`src/rtl/store_unit.sv`:
```
// -----------------------------------------------------------------------------
// store_unit
//
// Store path between the execute stage and the data-memory bus. One store
// request is accepted per valid/ready handshake. The unit right-aligns nothing
// itself: the caller supplies right-justified data, and the unit shifts it into
// the correct byte lanes of an XLEN-bit bus and generates matching byte strobes.
// A misaligned store that crosses a bus word is split into two bus beats, each
// with its own mem_valid/mem_ready handshake. It can instead be rejected with a
// fault pulse, depending on ALLOW_MISALIGNED.
//
// Parameters
//   XLEN             datapath / bus width, 32 or 64 (NB = XLEN/8 lanes)
//   ADDR_W           byte-address width
//   ALLOW_MISALIGNED 1 = split crossing stores into two beats, 0 = fault on any
//                    misaligned store
//
// Ports
//   clk        in   rising-edge clock
//   rst        in   asynchronous active-high reset
//   req_valid  in   store request valid
//   req_ready  out  unit is idle and can take a request
//   req_addr   in   byte address
//   req_data   in   store data, right-justified
//   req_type   in   access size: 0=B, 1=H, 2=W, 3=D (D only when XLEN=64)
//   mem_valid  out  bus beat valid
//   mem_ready  in   bus accepts the beat
//   mem_addr   out  beat address, aligned to NB
//   mem_wdata  out  beat data, unstrobed lanes are zero
//   mem_wstrb  out  byte-lane strobes
//   done       out  one-cycle pulse when the store is fully written
//   fault      out  one-cycle pulse for a rejected store (no beats issued)
// -----------------------------------------------------------------------------
module store_unit #(
  parameter int XLEN             = 32,
  parameter int ADDR_W           = 32,
  parameter int ALLOW_MISALIGNED = 1
) (
  input  logic                clk,
  input  logic                rst,
  input  logic                req_valid,
  output logic                req_ready,
  input  logic [ADDR_W-1:0]   req_addr,
  input  logic [XLEN-1:0]     req_data,
  input  logic [1:0]          req_type,
  output logic                mem_valid,
  input  logic                mem_ready,
  output logic [ADDR_W-1:0]   mem_addr,
  output logic [XLEN-1:0]     mem_wdata,
  output logic [XLEN/8-1:0]   mem_wstrb,
  output logic                done,
  output logic                fault
);

  localparam int NB    = XLEN / 8;
  localparam int OFF_W = $clog2(NB);
  localparam bit IS_32 = (XLEN == 32);

  typedef enum logic [1:0] {
    IDLE  = 2'd0,
    BEAT0 = 2'd1,
    BEAT1 = 2'd2
  } state_t;

  state_t state;
  state_t state_nxt;

  // ---------------------------------------------------------------------------
  // Request decode (only meaningful while a request is being accepted)
  // ---------------------------------------------------------------------------
  logic [OFF_W-1:0]   off;
  logic [XLEN-1:0]    data_mask;
  logic [NB-1:0]      size_strb;
  logic [2*XLEN-1:0]  data_shift;
  logic [2*NB-1:0]    strb_shift;
  logic [ADDR_W-1:0]  addr_aligned;
  logic               misaligned;
  logic               illegal;
  logic               reject;
  logic               accept;

  assign off          = req_addr[OFF_W-1:0];
  assign addr_aligned = {req_addr[ADDR_W-1:OFF_W], {OFF_W{1'b0}}};

  // Size-dependent data mask, strobe pattern and alignment test.
  always_comb begin
    // NOTE: every variable written in a combinational block gets a default
    // first, so no path leaves it unassigned and no latch is inferred.
    data_mask  = '0;
    size_strb  = '0;
    misaligned = 1'b0;
    case (req_type)
      2'd0: begin
        data_mask[7:0] = '1;
        size_strb[0]   = 1'b1;
      end
      2'd1: begin
        data_mask[15:0] = '1;
        size_strb[1:0]  = '1;
        misaligned      = req_addr[0];
      end
      2'd2: begin
        data_mask[31:0] = '1;
        size_strb[3:0]  = '1;
        misaligned      = |req_addr[1:0];
      end
      default: begin
        // Doubleword: only reachable as a legal access on a 64-bit datapath.
        data_mask  = '1;
        size_strb  = '1;
        misaligned = |req_addr[2:0];
      end
    endcase
  end

  // The double-width shift lets a crossing store spill into the upper half,
  // which becomes the second beat.
  assign data_shift = {{XLEN{1'b0}}, req_data & data_mask} << {off, 3'b000};
  assign strb_shift = {{NB{1'b0}}, size_strb} << off;

  assign illegal = IS_32 && (req_type == 2'd3);
  assign reject  = illegal || (misaligned && (ALLOW_MISALIGNED == 0));
  assign accept  = req_valid && req_ready;

  // ---------------------------------------------------------------------------
  // Beat registers
  // ---------------------------------------------------------------------------
  logic [ADDR_W-1:0] beat_addr;
  logic [XLEN-1:0]   beat_data;
  logic [NB-1:0]     beat_strb;
  logic [XLEN-1:0]   hi_data;
  logic [NB-1:0]     hi_strb;
  logic              done_q;
  logic              fault_q;
  logic              beat0_hs;
  logic              split;
  logic              last_hs;

  assign beat0_hs = (state == BEAT0) && mem_ready;
  assign split    = (hi_strb != '0);
  // The handshake that completes the store: a single-beat BEAT0 or any BEAT1.
  assign last_hs  = (beat0_hs && !split) || ((state == BEAT1) && mem_ready);

  // ---------------------------------------------------------------------------
  // FSM: state register
  // ---------------------------------------------------------------------------
  always_ff @(posedge clk or posedge rst) begin
    // NOTE: sequential state is updated with non-blocking assignments so every
    // flop samples values from before the edge, regardless of block order.
    if (rst) begin
      state <= IDLE;
    end else begin
      state <= state_nxt;
    end
  end

  // ---------------------------------------------------------------------------
  // FSM: next-state logic
  // ---------------------------------------------------------------------------
  always_comb begin
    state_nxt = state;
    case (state)
      IDLE: begin
        if (accept && !reject) begin
          state_nxt = BEAT0;
        end
      end
      BEAT0: begin
        if (mem_ready) begin
          state_nxt = split ? BEAT1 : IDLE;
        end
      end
      BEAT1: begin
        if (mem_ready) begin
          state_nxt = IDLE;
        end
      end
      default: state_nxt = IDLE;
    endcase
  end

  // ---------------------------------------------------------------------------
  // Datapath registers
  // ---------------------------------------------------------------------------
  always_ff @(posedge clk or posedge rst) begin
    // NOTE: the beat payload registers are reset as well, so the bus outputs
    // read zero out of reset instead of power-up garbage.
    if (rst) begin
      beat_addr <= '0;
      beat_data <= '0;
      beat_strb <= '0;
      hi_data   <= '0;
      hi_strb   <= '0;
      done_q    <= 1'b0;
      fault_q   <= 1'b0;
    end else begin
      done_q  <= last_hs;
      fault_q <= accept && reject;
      if (accept && !reject) begin
        beat_addr <= addr_aligned;
        beat_data <= data_shift[XLEN-1:0];
        beat_strb <= strb_shift[NB-1:0];
        hi_data   <= data_shift[2*XLEN-1:XLEN];
        hi_strb   <= strb_shift[2*NB-1:NB];
      end else if (beat0_hs && split) begin
        // Second beat goes to the next bus word; the add wraps at 2^ADDR_W.
        beat_addr <= beat_addr + ADDR_W'(NB);
        beat_data <= hi_data;
        beat_strb <= hi_strb;
      end
    end
  end

  // ---------------------------------------------------------------------------
  // FSM: outputs
  // ---------------------------------------------------------------------------
  always_comb begin
    req_ready = (state == IDLE) && !rst;
    mem_valid = (state != IDLE);
    mem_addr  = '0;
    mem_wdata = '0;
    mem_wstrb = '0;
    if (mem_valid) begin
      mem_addr  = beat_addr;
      mem_wdata = beat_data;
      mem_wstrb = beat_strb;
    end
    done  = done_q;
    fault = fault_q;
  end

endmodule

```
`config.mk`:
```
export PLATFORM = sky130hd
export DESIGN_NAME = store_unit
export DESIGN_NICKNAME = d
export VERILOG_FILES = /design/src/rtl/store_unit.sv
export SDC_FILE = /design/constraint.sdc
export NUM_CORES = 1
export LEC_CHECK = 0
export ABC_AREA = 1
export CAP_MARGIN = 20
export CORE_ASPECT_RATIO = 0.7
export CORE_MARGIN = 5
export CORE_UTILIZATION = 55
export DETAILED_ROUTE_END_ITERATION = 10
export GPL_TIMING_DRIVEN = 0
export PLACE_DENSITY = 0.87
export SKIP_CTS_REPAIR_TIMING = 1
export SYNTH_ARGS = -nofsm -noshare
export SYNTH_HDL_FRONTEND = slang
export SYNTH_SLANG_ARGS = --single-unit
```
`constraint.sdc`:
```
create_clock -name clk -period 6.74 [get_ports clk]
set_input_delay 2.022 -clock clk [delete_from_list [all_inputs] [get_ports clk]]
set_output_delay 2.022 -clock clk [all_outputs]
set_load 0.05 [all_outputs]
```
; ---- After elaboration in Yosys (flattened, before gate mapping)
; Index checks and enable logic that the tools add are counted.
[totals]
reg_bits = 108
latch_bits = 0
ram_bits = 0
romBits = 0
inputBits = 70
out_inout_bits = 72
word_cells = 56
memories = 0
[classes]
addsub = 1
multipliers = 0
div = 0
n_lt_le_gt_ge = 0
eq_ne = 7
shifts = 2
mux = 18
n_bitwise = 1
reduce_logical = 19
[op_table]
columns = cell, n
row1 = two-way mux 32 bit, 6
row2 = << shifter 32 x 5 -> 64 bit, 1
row3 = "adder 32 x 3 -> 32 bit, second input constant", 1
row4 = bitwise AND 32 bit, 1
row5 = two-way mux 16 bit, 1
row6 = two-way mux 4 bit, 3
row7 = two-way mux 2 bit, 5
row8 = logical AND 1 bit, 8
row9 = two-way mux 8 bit, 1
row10 = << shifter 4 x 2 -> 8 bit, 1
row11 = "inequality test 2 bit, second input constant", 3
row12 = one-hot mux 2 bit (3 select lines), 1
row13 = "== test 2 x 1 -> 1 bit, second input constant", 2
row14 = "== test 2 bit, second input constant", 2
row15 = logical NOT 2 bit, 2
row16 = nonzero test 2 bit, 2
row17 = nonzero test 4 bit, 1
row18 = logical NOT 1 bit, 3
row19 = AND reduction 3 bit, 1
row20 = OR reduction 2 bit, 1
row21 = logical OR 1 bit, 1
row22 = two-way mux 1 bit, 1

; ---- Logic depth before layout (Yosys ltp)
; Gate-level depths: netlist of run 1.
[depth]
word_depth = 6
ltp_mapped = 11
depth_no_buf = 10

; ---- Least setup slack after synthesis of run 1
; Ideal clock, no wire load.
[synth_timing]
kind = input to register
start = input rst
end = register beat_addr[5]
setup_ps = 124
t_arrival_ps = 5043
t_required_ps = 6616
setup_slack_ps = 1573
path_stages = 7
path_buffers = 3
cell_sequence = inv_1 nand4_1 buf_4 buf_4 buf_2 o211ai_1 nand2_1
[synth_between]
elab_chain_len = 5
word_cells_on_any_way = 6
cone_classes = mux (1) / reduce/logical (5)
[synth_lines]
columns = item, line_no
row1 = "start, declared", 40  ; input logic rst,
row2 = logical NOT 1 bit (*), 218  ; req_ready = (state == IDLE) && !rst;
row3 = logical AND 1 bit (*), 218
row4 = logical AND 1 bit (*), 123  ; assign accept = req_valid && req_ready;
row5 = logical AND 1 bit (*), 199  ; if (accept && !reject) begin
row6 = two-way mux 32 bit / nonzero test 2 bit (equally long branches), n/a
row7 = "end signal, assigned", 200  ; beat_addr <= addr_aligned;
row8 = "end signal, assigned", 207  ; beat_addr <= beat_addr + ADDR_W'(NB);
row9 = "end, declared", 128  ; logic [ADDR_W-1:0] beat_addr;
; Mark *: on every way between the ends. The rest lies on a longest branch, timed or not.
; A chain may end at the register's enable or synchronous reset.

; ---- Final worst setup path of run 1
[layout_timing]
start = input rst
end = output req_ready
[layout_between]
elab_chain_len = 2
[layout_lines]
columns = item, line_no
row1 = logical NOT 1 bit, 218
row2 = logical AND 1 bit, 218
row3 = "end, declared", 42  ; output logic req_ready,
; No other way between the ends.

==> metrics.txt, run 1 <==
status=complete, no violations; Die Height=97.2 um; total power=2810 uW; drt drc=0; Antenna Cells=0; routed length per instance=18.3 um; # H-tree levels=3; Post-DRT Antenna Nets=0; # nets final=1144; Post-Place Cells=1194; area leader, netlist=dfrtp_1; vias in the first global route=6452; cell chosen for the clock root=clkbuf_16; Worst-Margin Slew=0.743 ns; first-pass GRT wire length=34.6 mm; TritonCTS clock tree=done; clock buffer depth=2; asr flop ratio synth=100%; port bufs=138; top-count cell post-synth=nand2_1; core footprint=10500 um2; Max Fclk=183 MHz; ratio of cells with drive above 1 in the final layout=4.82%; met1 Use GR=50.2%; #FFs+latches synth=97; Fin Setup TNS=0 ns; GR Layer Usage met2=47.3%; Synth top area share=40.6%; RSZ-0062 raised after global routing=false; total track usage=33.7%; crit path cell chain=clkdlybuf4s50_1, nor2_1, clkdlybuf4s50_1; WL final=22.1 mm; post-synthesis cell area=5970 um2; Area growth syn-to-layout=31.0%; via/cell ratio=5.78; hold crit path type=reg2reg; die span in x=135 um; CP startpoint kind=input pin; filler cell count=856; clock slew at reported path FFs=0.07 ns; Setup crit end kind=output port; ranking of synthesized cells by area=dfrtp_1 41%, nand2_1 19%, nor2_1 11%; setup violators final=0; DRT iter0 DRCs=1070; Crit path top cell by count=clkdlybuf4s50_1; top cells by count, synth=307 x nand2_1, 171 x nor2_1, 101 x inv_1; Ys Warns=0; routability congestion estimate from global placement=1.01; Post-synth EDFFs=0; Peak VDD IR=0.000212 V; crit path DAT=3.43 ns; Final Hold Fails=0; count of pins over their slew limit=0; Clk Latency, worst-skew pair=0.36 ns; Leak=0.00381 uW; Max-Cap Viols=0; row cnt=31; I/O pin count=142; Worst EP required=4.72 ns; total iterations of the first detailed-routing run=6; top_reg_cell synth=dfrtp_1; crit path kind=in2out; DPL Wire Length=16.8 mm; grt total ovfl=0; syn avg cell area=6.48 um2; critical path's slowest cell=clkdlybuf4s50_1; Synth cell types=33; antenna violations before repair=0; pwr/cell area=360 nW/um2; Die ar.=13100 um2; crit share post-route=80.9%; pin count of the biggest net entering global routing=73; GR peak layer=met1; initial cell density of the core=57.0%; critical path's largest stage delay=0.81 ns; Seq/Total Area, Yosys=40.6%; total CTS buffers=9; CTS Sinks=97; min Tclk post-route=5.46 ns; CP Max Fanout=2; Final Skew=0.0120 ns; Slew headroom=50.4%; Vias=6990; Synth Instances=922; Post-Layout Cell Count=1210; met3 GRT Util=10.9%
==> area by class of cell <==
| cell class | count | area, um2 | area share (%) |
|---|---|---|---|
| multi-input combinational | 674 | 2920 | 37.3 |
| sequential | 97 | 2430 | 31.0 |
| timing repair buffer | 139 | 1410 | 18.0 |
| inverter | 105 | 397 | 5.07 |
| buffer | 47 | 235 | 3.01 |
| clock buffer | 10 | 229 | 2.93 |
| tap | 132 | 165 | 2.11 |
| clock inverter | 6 | 42.5 | 0.544 |
==> metrics by stage <==
step / area, um2 / setup slack, ns / utilization (%) / hold WS [ns]
global placement: 7520 / -0.0386 / 71.8 / 0.459
finish: 7820 / 1.28 / 74.7 / 0.483
CTS: 7820 / 1.28 / 74.7 / 0.478
global route: 7820 / 1.24 / 74.7 / 0.497
detailed placement: 7550 / 1.29 / 72.1 / 0.463
floorplan: 5980 / 1.57 / - / 0.444
==> layout by cell type (no fill, tap or decap), types with 2 or more instances in the layout <==
cell type / netlist / final
nand2_1: 307 / 307
nor2_1: 171 / 171
clkdlybuf4s50_1: 0 / 138
inv_1: 101 / 100
dfrtp_1: 97 / 97
o21ai_0: 44 / 44
nand3_1: 42 / 42
a21oi_1: 39 / 39
buf_2: 20 / 20
a31oi_1: 18 / 18
o31ai_1: 16 / 16
clkbuf_1: 13 / 14
o211ai_1: 9 / 9
clkbuf_16: 0 / 9
buf_1: 7 / 7
nand4_1: 6 / 6
buf_4: 5 / 5
o22ai_1: 3 / 3
nor2_2: 2 / 2
inv_2: 2 / 2
xor2_1: 2 / 2
o21a_1: 2 / 2
buf_6: 2 / 2
and2_1: 2 / 2
clkinv_1: 2 / 2
conb_1: 1 / 2
clkinv_2: 0 / 2
clkinvlp_4: 0 / 2
==> cell families after synthesis <==
family | synth area share (%)
xor gates and xnor gates | 0.440
buffers and inverters | 10.5
and+or+nand+nor | 35.3
DFF | 40.6
adders and majority gates | 0.209
other | 0.0628
AOI/OAI and AO/OA | 12.8
==> sequential cells by signal (all words and copies together), names as in the netlist <==
name       cells
state          2
done           1
fault          1
beat_strb      4
beat_addr     30
hi_data       24
hi_strb        3
beat_data     32
==> critical path: cells and delay by family <==
| family | cells | cell delay [ns] |
|---|---|---|
| buffers and inverters | 2 | 1.28 |
| and+or+nand+nor | 1 | 0.13 |
==> worst paths after layout <==
kind / from / to / slack [ns] / depth (start not counted)
max: rst / req_ready / 1.28 / 3
min: hi_data[22]$_DFFE_PP0P_ / hi_data[22]$_DFFE_PP0P_ / 0.48 / 2
max reg2reg: beat_addr[3]$_DFFE_PP0P_ / beat_addr[30]$_DFFE_PP0P_ / 4.59 / 10
min reg2reg: hi_data[22]$_DFFE_PP0P_ / hi_data[22]$_DFFE_PP0P_ / 0.48 / 2
max in group asynchronous: rst / beat_data[30]$_DFFE_PP0P_ / 4.01 / 3
min in group asynchronous: rst / beat_addr[20]$_DFFE_PP0P_ / 2.06 / 2
==> power by group <==
group	total [uW]	internal (uW)	switching (uW)
combinational	1410	442	967
sequential	917	779	138
clock	487	251	236
total	2810	1470	1340
==> per-layer routing <==
| metal | part of all wire (%) | vias to the layer above |
|---|---|---|
| met5 | 0 | - |
| met4 | 1.7 | 0 |
| met3 | 13 | 46 |
| met2 | 41 | 505 |
| met1 | 43 | 3251 |
| li1 | - | 3188 |
No activity file was read; power rests on OpenSTA's default activity.
==> run 2: changes to the inputs <==
- CORE_UTILIZATION: 55 -> 46
- PLACE_DENSITY: 0.87 -> 0.78
- clock period: 6.74 -> 4.8 ns (I/O delays scaled with it)
==> run 2 against run 1 <==
  * Utilization decreased by 12 points
  * Total power rose by 40%
  * Clock power up 49%
  * Routed wire length decreased by 3.7%
  * Critical path type is now reg2out
  * Critical endpoint is now mem_addr[22]
  * Largest cell class unchanged
  * Largest power group unchanged
==> metrics.txt, run 2 (synthesis results as in run 1) <==
routed length per instance=17.2 um (was 18.3 um); crit share post-route=89.2%; DPL Wire Length=16.2 mm (was 16.8 mm); r2r setup slk=2.72 ns (was 4.59 ns); clock buffer depth=2 (unchanged); worst r2r dst=beat_addr[26]$_DFFE_PP0P_ (was beat_addr[30]$_DFFE_PP0P_); routability congestion estimate from global placement=0.978 (was 1.01); Worst EP required=3.36 ns (was 4.72 ns); I/O pin count=142 (unchanged); RR Startpoint=beat_addr[3]$_DFFE_PP0P_ (unchanged); Leak=0.00382 uW (was 0.00381 uW); die span in x=146 um (was 135 um); status=complete, no violations (unchanged); Max Fclk=234 MHz; sequential power share=32.5% (was 32.6%); Die ar.=15400 um2 (was 13100 um2); CP Max Fanout=10 (was 2); core footprint=12500 um2 (was 10500 um2); Area growth syn-to-layout=31.9% (was 31.0%); critical path launch point=state[0]$_DFFE_PP0P_ (was rst); hold_ws=0.481 ns (was 0.483 ns); row cnt=34 (was 31); first-pass GRT wire length=33.7 mm (was 34.6 mm); multi-input logic area=2920 um2 (unchanged); filler cell count=1208 (was 856); crit path cell chain=nor2_2, clkbuf_1, buf_1, nor2_1, clkdlybuf4s50_1 (was clkdlybuf4s50_1, nor2_1, clkdlybuf4s50_1); Peak VDD IR=0.000351 V (was 0.000212 V); WL final=21.3 mm (was 22.1 mm); total track usage=27.6% (was 33.7%); sw frac=47.4% (was 47.7%); total power=3940 uW (was 2810 uW); Post-DRT Antenna Nets=0 (unchanged); commonest non-fill, non-tap cells in the layout=307 x nand2_1, 171 x nor2_1, 138 x clkdlybuf4s50_1 (unchanged); initial cell density of the core=47.6% (was 57.0%); Slew headroom=57.0% (was 50.4%); Clk Latency, worst-skew pair=0.36 ns (about the same); Worst-Margin Slew=0.645 ns (was 0.743 ns); grt total ovfl=0 (unchanged); min Tclk post-route=4.28 ns; crit path DAT=2.84 ns (was 3.43 ns); Setup crit end kind=output port (unchanged); Top reg by flops=beat_data (unchanged); Antenna Cells=0 (unchanged); total CTS buffers=9 (unchanged); internal power=2070 uW (was 1470 uW); cell chosen for the clock root=clkbuf_16 (unchanged); power share of the combinational group=49.0% (was 50.1%); antenna violations before repair=0 (unchanged); CP endpoint=mem_addr[22] (was req_ready); critical path's largest stage delay=0.72 ns (was 0.81 ns); delay-heaviest family, CP=buffers and inverters (unchanged); Vias=6563 (was 6990); most common cell after layout, fill and taps aside=nand2_1 (unchanged); switching pwr=1870 uW (was 1340 uW); cell count of the worst reg-to-reg path=10 (unchanged); Sequential Area=2430 um2 (unchanged); setup violators final=0 (unchanged); port bufs=138 (unchanged); hold crit path type=reg2reg (unchanged); total iterations of the first detailed-routing run=6 (unchanged); Final Hold Fails=0 (unchanged); ratio of cells with drive above 1 in the final layout=4.92% (was 4.82%); top flop regs=beat_data x32, beat_addr x30, hi_data x24 (unchanged); pwr/cell area=501 nW/um2 (was 360 nW/um2); DRT iter0 DRCs=763 (was 1070); CP startpoint kind=flip-flop (was input pin); # nets final=1144 (unchanged); critical path's slowest cell=clkdlybuf4s50_1 (unchanged); Final Skew=0.00692 ns (was 0.0120 ns); clock slew at reported path FFs=0.08 ns (was 0.07 ns); Final Core Density=62.8% (was 74.7%); vias in the first global route=6175 (was 6452); RSZ-0062 raised after global routing=false (unchanged); max FFs per register=32 (unchanged); crit path kind=reg2out (was in2out); Max-Cap Viols=0 (unchanged); Stages on worst setup path=5 (was 3); CP Buf/Inv Count=3 (was 2); via/cell ratio=5.29 (was 5.78); pin count of the biggest net entering global routing=69 (was 73); # H-tree levels=3 (unchanged); TritonCTS clock tree=done (unchanged); clock power share=18.5% (was 17.3%); drt drc=0 (unchanged); Die Height=105 um (was 97.2 um); count of pins over their slew limit=0 (unchanged); CTS Sinks=97 (unchanged)
[run 2: area by class of cell]
| type | instances | share of cell area (%) |
|---|---|---|
| clock buffers | 9 | 2.86 |
| inverters | 105 | 5.04 |
| flip-flops and latches | 97 | 30.8 |
| clock inverters | 7 | 0.763 |
| repair buffers | 139 | 17.9 |
| plain buffers | 47 | 2.99 |
| multi-input cells | 674 | 37.1 |
| well taps | 162 | 2.57 |
[run 2: worst reg2reg max path: stages (launching register included)]
cell and delay (ns):
dfrtp_1 0.38, ha_1 0.20, nand2_1 0.06, nor2_1 0.28, nand2_1 0.19, nor2_1 0.46
nand2_1 0.12, nand2_1 0.10, nand3_1 0.08, nand2_1 0.07, nand2_1 0.05
[run 2: how the worst min path moves through the flow]
stage          depth (start not counted)                       to                     from  slack, ns
4_1_cts                                2   hi_data[5]$_DFFE_PP0P_   hi_data[5]$_DFFE_PP0P_       0.48
3_3_place_gp                           2  hi_data[14]$_DFFE_PP0P_  hi_data[14]$_DFFE_PP0P_       0.46
5_1_grt                                2   hi_data[7]$_DFFE_PP0P_   hi_data[7]$_DFFE_PP0P_       0.50
2_1_floorplan                          2   hi_data[1]$_DFFE_PP0P_   hi_data[1]$_DFFE_PP0P_       0.44
6_report                               2   hi_data[1]$_DFFE_PP0P_   hi_data[1]$_DFFE_PP0P_       0.48
3_5_place_dp                           2   hi_data[5]$_DFFE_PP0P_   hi_data[5]$_DFFE_PP0P_       0.46
[run 2: metal layers]
metal,vias to the layer above,GRT usage (%),wire length [um]
li1,3186,-,-
met2,358,38.0,8480
met4,0,5.57,271
met5,-,0,0
met3,22,9.05,2590
met1,2997,42.1,9960
[run 2: through the flow]
step	cells	setup TNS, ns	cell area [um2]	setup WS (ns)
after floorplan	923	0	5980	0.215
after global placement	1223	-199.37	7560	-1.40
after detailed placement	1224	0	7590	0.540
after CTS	1240	0	7880	0.527
after global routing	1240	0	7880	0.381
final	1240	0	7880	0.519
[run 2: power groups by stage]
stage / combinational, uW / sequential [uW] / clock (uW)
finish: 1930 / 1280 / 728
global placement: 1890 / 1280 / 0
CTS: 1930 / 1270 / 731
global route: 2110 / 1310 / 765
detailed placement: 1920 / 1290 / 0
floorplan: 1320 / 1240 / 0
==> run 3: changes to the inputs <==
==> constraint.sdc (replaced) <==
create_clock -name clk -period 4.8 [get_ports clk]
set_input_delay 1.44 -clock clk [delete_from_list [all_inputs] [get_ports clk]]
set_output_delay 1.44 -clock clk [all_outputs]
set_load 0.005 [all_outputs]
==> results of run 3 <==
The final DEF is identical to that of run 2. Status: complete, no violations.
Among the figures that moved: setup slack after placement 0.540 ns -> 0.827 ns; setup slack after layout 0.519 ns -> 0.776 ns; total power 3940 uW -> 3450 uW; worst IR drop on VDD 0.000351 V -> 0.000326 V
